[config.mk]
export PLATFORM = sky130hd
export DESIGN_NAME = mem_word_port
export DESIGN_NICKNAME = d
export VERILOG_FILES = /design/src/rtl/mem_bus_pkg.sv /design/src/rtl/mem_word_port.sv
export SDC_FILE = /design/constraint.sdc
export NUM_CORES = 1
export LEC_CHECK = 0
export BUFFER_PORTS_ARGS = -buffer_cell sky130_fd_sc_hd__buf_2
export CORE_UTILIZATION = 28
export DETAILED_ROUTE_END_ITERATION = 10
export GPL_TIMING_DRIVEN = 1
export REMOVE_ABC_BUFFERS = 1
export SLEW_MARGIN = 20
export SYNTH_ARGS = -nofsm -noshare
export SYNTH_HDL_FRONTEND = slang
export SYNTH_SLANG_ARGS = --single-unit
[constraint.sdc]
create_clock -name clk -period 4.1 [get_ports clk]
set_input_delay 0.41 -clock clk [delete_from_list [all_inputs] [get_ports clk]]
set_output_delay 0.41 -clock clk [all_outputs]
set_load 0.02 [all_outputs]
[src/rtl/mem_bus_pkg.sv]
// Shared definitions for the byte-wide memory bus initiator.
//
// Contents:
//   SZ_BYTE / SZ_HALF / SZ_WORD / SZ_INVALID : request size encodings
//   state_t                                  : mem_word_port FSM states
//   DEFAULT_TIMEOUT                          : cycles to wait for mem_ready per read byte
//   last_index()                             : index of the final byte for a size
//   extend_load()                            : zero/sign extension of an assembled load
package mem_bus_pkg;

  localparam logic [1:0] SZ_BYTE    = 2'd0;
  localparam logic [1:0] SZ_HALF    = 2'd1;
  localparam logic [1:0] SZ_WORD    = 2'd2;
  localparam logic [1:0] SZ_INVALID = 2'd3;

  localparam int DEFAULT_TIMEOUT = 16;

  typedef enum logic [1:0] {
    ST_IDLE = 2'd0,
    ST_RD   = 2'd1,
    ST_WR   = 2'd2,
    ST_RESP = 2'd3
  } state_t;

  // Index of the last byte lane touched by a request of the given size.
  // The invalid encoding never reaches the bus, so its value is irrelevant.
  function automatic logic [1:0] last_index(input logic [1:0] size);
    logic [1:0] idx;
    idx = 2'd3;
    case (size)
      SZ_BYTE: idx = 2'd0;
      SZ_HALF: idx = 2'd1;
      default: idx = 2'd3;
    endcase
    return idx;
  endfunction

  // Widens the assembled little-endian load value to 32 bits, either
  // zero-filling or replicating the top bit of the most significant byte read.
  function automatic logic [31:0] extend_load(input logic [31:0] raw,
                                              input logic [1:0]  size,
                                              input logic        is_signed);
    logic [31:0] result;
    result = raw;
    case (size)
      SZ_BYTE: result = {{24{is_signed & raw[7]}}, raw[7:0]};
      SZ_HALF: result = {{16{is_signed & raw[15]}}, raw[15:0]};
      default: result = raw;
    endcase
    return result;
  endfunction

endpackage

[src/rtl/mem_word_port.sv]
// Initiator side of the byte-wide memory bus.
//
// Accepts one 8/16/32-bit load or store from the core and carries it out as a
// little-endian sequence of single-byte bus transactions, then returns a single
// one-cycle response.
//
// Ports:
//   clk, rst_n            clock (posedge) and synchronous active-low reset
//   req_valid/req_ready   request handshake; ready only while idle
//   req_write             1 = store, 0 = load
//   req_size              0 byte, 1 half, 2 word, 3 invalid (error response)
//   req_signed            sign-extend narrow loads
//   req_addr              address of least significant byte
//   req_wdata             store data, low bytes used
//   resp_valid            one-cycle completion pulse
//   resp_rdata            extended load result (0 for stores and errors)
//   resp_err              timeout or invalid size, qualified by resp_valid
//   mem_addr              bus byte address
//   mem_data_in           byte sent to the responder on a write
//   mem_data_out          byte returned by the responder
//   memory_read_en        read strobe
//   memory_write_en       write strobe
//   mem_ready             one-cycle pulse marking mem_data_out valid
module mem_word_port
  import mem_bus_pkg::*;
#(
  parameter int TIMEOUT = DEFAULT_TIMEOUT,
  parameter int ADDR_W  = 32
) (
  input  logic              clk,
  input  logic              rst_n,
  input  logic              req_valid,
  output logic              req_ready,
  input  logic              req_write,
  input  logic [1:0]        req_size,
  input  logic              req_signed,
  input  logic [ADDR_W-1:0] req_addr,
  input  logic [31:0]       req_wdata,
  output logic              resp_valid,
  output logic [31:0]       resp_rdata,
  output logic              resp_err,
  output logic [ADDR_W-1:0] mem_addr,
  output logic [7:0]        mem_data_in,
  input  logic [7:0]        mem_data_out,
  output logic              memory_read_en,
  output logic              memory_write_en,
  input  logic              mem_ready
);

  localparam int CNT_W = $clog2(TIMEOUT + 1);
  localparam logic [CNT_W-1:0] CNT_LAST = CNT_W'(TIMEOUT - 1);

  state_t state;
  state_t next_state;

  logic [ADDR_W-1:0] base_addr;
  logic [31:0]       store_data;
  logic [31:0]       load_data;
  logic [1:0]        size_q;
  logic              signed_q;
  logic              is_load;
  logic              err_q;
  logic [1:0]        idx;
  logic [1:0]        last_idx;
  logic [CNT_W-1:0]  wait_cnt;

  logic              last_byte;
  logic              timed_out;

  assign last_byte = (idx == last_idx);
  assign timed_out = !mem_ready && (wait_cnt == CNT_LAST);

  // State register.
  always_ff @(posedge clk) begin
    if (!rst_n) begin
      state <= ST_IDLE;
    end else begin
      state <= next_state;
    end
  end

  // Next-state selection and all bus/response outputs. The strobes depend
  // only on the state, so read and write can never be high together.
  always_comb begin
    next_state      = state;
    req_ready       = 1'b0;
    memory_read_en  = 1'b0;
    memory_write_en = 1'b0;
    mem_addr        = '0;
    mem_data_in     = 8'h00;
    resp_valid      = 1'b0;
    resp_err        = 1'b0;
    resp_rdata      = 32'h0;

    case (state)
      ST_IDLE: begin
        req_ready = 1'b1;
        if (req_valid) begin
          if (req_size == SZ_INVALID) begin
            next_state = ST_RESP;
          end else if (req_write) begin
            next_state = ST_WR;
          end else begin
            next_state = ST_RD;
          end
        end
      end

      ST_RD: begin
        memory_read_en = 1'b1;
        mem_addr       = base_addr + ADDR_W'(idx);
        if ((mem_ready && last_byte) || timed_out) begin
          next_state = ST_RESP;
        end
      end

      ST_WR: begin
        memory_write_en = 1'b1;
        mem_addr        = base_addr + ADDR_W'(idx);
        mem_data_in     = store_data[{idx, 3'b000} +: 8];
        if (last_byte) begin
          next_state = ST_RESP;
        end
      end

      ST_RESP: begin
        resp_valid = 1'b1;
        resp_err   = err_q;
        if (is_load && !err_q) begin
          resp_rdata = extend_load(load_data, size_q, signed_q);
        end
        next_state = ST_IDLE;
      end

      default: next_state = ST_IDLE;
    endcase
  end

  // Request latch, byte-lane assembly and per-byte timeout counter.
  // The wait counter restarts on every captured byte so TIMEOUT bounds the
  // wait for each individual byte, not the whole request.
  always_ff @(posedge clk) begin
    if (!rst_n) begin
      base_addr  <= '0;
      store_data <= 32'h0;
      load_data  <= 32'h0;
      size_q     <= SZ_BYTE;
      signed_q   <= 1'b0;
      is_load    <= 1'b0;
      err_q      <= 1'b0;
      idx        <= 2'd0;
      last_idx   <= 2'd0;
      wait_cnt   <= '0;
    end else begin
      case (state)
        ST_IDLE: begin
          if (req_valid) begin
            base_addr  <= req_addr;
            store_data <= req_wdata;
            load_data  <= 32'h0;
            size_q     <= req_size;
            signed_q   <= req_signed;
            is_load    <= !req_write;
            err_q      <= (req_size == SZ_INVALID);
            idx        <= 2'd0;
            last_idx   <= last_index(req_size);
            wait_cnt   <= '0;
          end
        end

        ST_RD: begin
          if (mem_ready) begin
            load_data[{idx, 3'b000} +: 8] <= mem_data_out;
            idx      <= idx + 2'd1;
            wait_cnt <= '0;
          end else if (timed_out) begin
            err_q     <= 1'b1;
            load_data <= 32'h0;
          end else begin
            wait_cnt <= wait_cnt + 1'b1;
          end
        end

        ST_WR: begin
          idx <= idx + 2'd1;
        end

        default: begin
        end
      endcase
    end
  end

endmodule

==> out/metrics.yaml <==
critPathKind: "reg2out"
drt-pass1-iter-count: 4
initial_utilization_pct: 28.73
clk_pin_slew_worst_paths_ns: 0.08
p_comb_share_pct: 36.2
cts.sinks: 112
setup_violations: 0
synth_top_cell_by_area: "dfxtp_1"
utilization_pct: 34.66
p_total_mw: 3.463
gp_congestion: 0.7786
grt_start_max_net_pins: 48
cp-end-kind: "primary output"
synth_seq_cells: 112
insertion_delay_ns: 0.36
hold_path_class: "in2reg"
antenna_cells: 0
startpoint_type: "flop"
yosysSeqAreaShare_pct: 37.01
p_int_mw: 2.070
synth.most_common_cell: "nand2_1"
setup_tns_ns: 0
crit_fanout: 16
overflow: 0
syn_avg_cell_area_um2: 7.868
p_sw_share_pct: 40.22
wl_per_cell_um: 14.78
die_area_mm2: 0.02223
rrSetupSlack_ns: 1.57
grt_pass1_vias: 5329
tightest_slew_ns: 1.101
die-height_um: 149.1
ios: 157
slew_viol_final: 0
synth_async_sr_flop_share_pct: 0
p_leak_nw: 2.794
grt_pass1_wl_um: 27100
synthCells: 770
synth_edf_count: 0
pwr-share-clk_pct: 25.2
ys_top_cells_by_area: "dfxtp_1 (37%), a21boi_0 (12%), nand2_1 (12%), a21oi_1 (4.0%), nand3_1 (3.5%)"
clockBufferDepth: 2
rsz0062_at_grt: "false"
synth_flop_cell: "dfxtp_1"
cp_data_required_time_ns: 3.69
core_mm2: 0.02109
outcome: "finished clean"
grt_util_all_layers_pct: 15.55
die_x_um: 149.1
num_rows: 53
final_hold_viol_count: 0
finalCriticalPeriod_ns: 3.644
p_seq_share_pct: 38.6
maxCapViolations: 0
detail-route-antenna-nets: 0
finalNetCount: 990
synth_common_cells: "nand2_1 (192), dfxtp_1 (112), a21boi_0 (100)"
numCtsBuffers: 9
vias: 5746
synth_top_area_share_pct: 37.01
ir_worst_vdd_mv: 0.2142
drt_wl_total_um: 17390
cts_tree: "built"
drive_gt1_share_pct: 22.97
netlist_area_mm2: 0.006058
postCtsSetupBuffers: 0
dp_hpwl_um: 12410
cts_resized: 0
yosysWarnings: 0
vias_per_cell: 4.886
drc: 0
p_sw_mw: 1.393
fin_crit_sh_pct: 88.88
port_buffers: 156
p_per_area_mw_per_mm2: 473.8
htreeDepth: 3
grt_antenna_before_repair: 0
fmax_mhz: 274.4
relSlewSlack_pct: 26.52
area_delta_synth_final_pct: 20.63
worst-endpoint-arrival_ns: 3.23
drt_iter0_drc: 237
ctsRootBufferMaster: "clkbuf_16"
cts_hold_buf: 0
ys_types: 48
clock_skew_ns: 0.007385
[final timing paths]
path / start / depth (start not counted) / end
max: base_addr[0] / 8 / mem_addr[22]
min: req_wdata[31] / 3 / store_data[31]
max reg2reg: idx[0] / 7 / load_data[28]
min reg2reg: load_data[2] / 2 / load_data[2]
[final cells by class]
| class | count | area (um^2) |
|---|---|---|
| repair buffers | 164 | 840.8 |
| clock buffers | 12 | 256.5 |
| fillers | 2292 | 13780 |
| inverters | 33 | 123.9 |
| multi-input cells | 576 | 3472 |
| well taps | 275 | 344.1 |
| clock inverters | 4 | 28.78 |
| flip-flops and latches | 112 | 2242 |
[worst max-delay path, cell delays in order (launching register included)]
cell,delay [ns]
dfxtp_1,0.34
ha_1,0.17
inv_1,0.05
fa_1,0.44
nand4b_1,0.29
or3_1,0.67
or4_1,0.58
a21oi_1,0.15
buf_2,0.20
[per-layer routing]
layer	share of wire (%)	global-route usage (%)	up-vias
li1	-	-	2883
met1	45	20.10	2678
met2	48	25.30	154
met3	4.3	2.477	31
met4	2.7	7.143	0
met5	0	0	-
[metrics by stage]
stage / worst slack, ns / hold slack (ns) / cells / cell area (um^2)
floorplan: 0.5800 / 0.4363 / 721 / 5831
global placement: 0.9240 / 0.4459 / 1160 / 7019
detailed placement: 0.8289 / 0.4530 / 1160 / 7019
CTS: 0.4279 / 0.2816 / 1176 / 7305
global route: 0.2302 / 0.2964 / 1176 / 7308
finish: 0.4560 / 0.2957 / 1176 / 7308
[cells by family (layout without fill, tap and decap cells)]
logic type	after synthesis	in the layout	share of synthesized area [%]
flip-flops	112	112	37.01
multiplexers	12	12	3.635
AND/OR/NAND/NOR	337	337	26.50
XOR/XNOR	15	15	2.168
buffers and inverters	82	213	5.803
adder cells (fa/ha/maj)	14	14	3.015
AO/OA/AOI/OAI	198	198	21.87
[placed cells by master, fill, tap and decap left out, types with 3 or more instances in the layout]
cell and n:
nand3_1 42, nor2b_1 7, ha_1 13, clkbuf_16 9
a31o_2 4, o21ai_0 18, nand2_1 191, xnor2_1 11
nor2_1 20, buf_4 8, a21o_1 3, and4_1 3
or3_1 4, or3_2 6, nand4_1 4, a21boi_0 100
mux4_2 8, buf_2 156, o31ai_1 12, a31oi_1 4
a21oi_1 49, or4_1 12, mux2i_1 4, nor4_1 5
nand2b_1 4, inv_1 33, and2_1 21, nor3_1 3
xor2_1 4, dfxtp_1 112
[sequential cells by signal, summed over array words and instances, names as in the netlist]
register / cells
state: 2
err_q: 1
signed_q: 1
size_q: 2
idx: 2
store_data: 32
base_addr: 32
is_load: 1
load_data: 32
wait_cnt: 5
last_idx: 2
[power by group through the flow]
stage,registers [mW],logic (mW),clock network [mW]
global route,1.36,1.40,0.939
global placement,1.36,1.26,0
finish,1.34,1.25,0.871
CTS,1.34,1.27,0.897
floorplan,1.36,0.814,0
detailed placement,1.36,1.27,0
(Power assumes the default switching activity.)
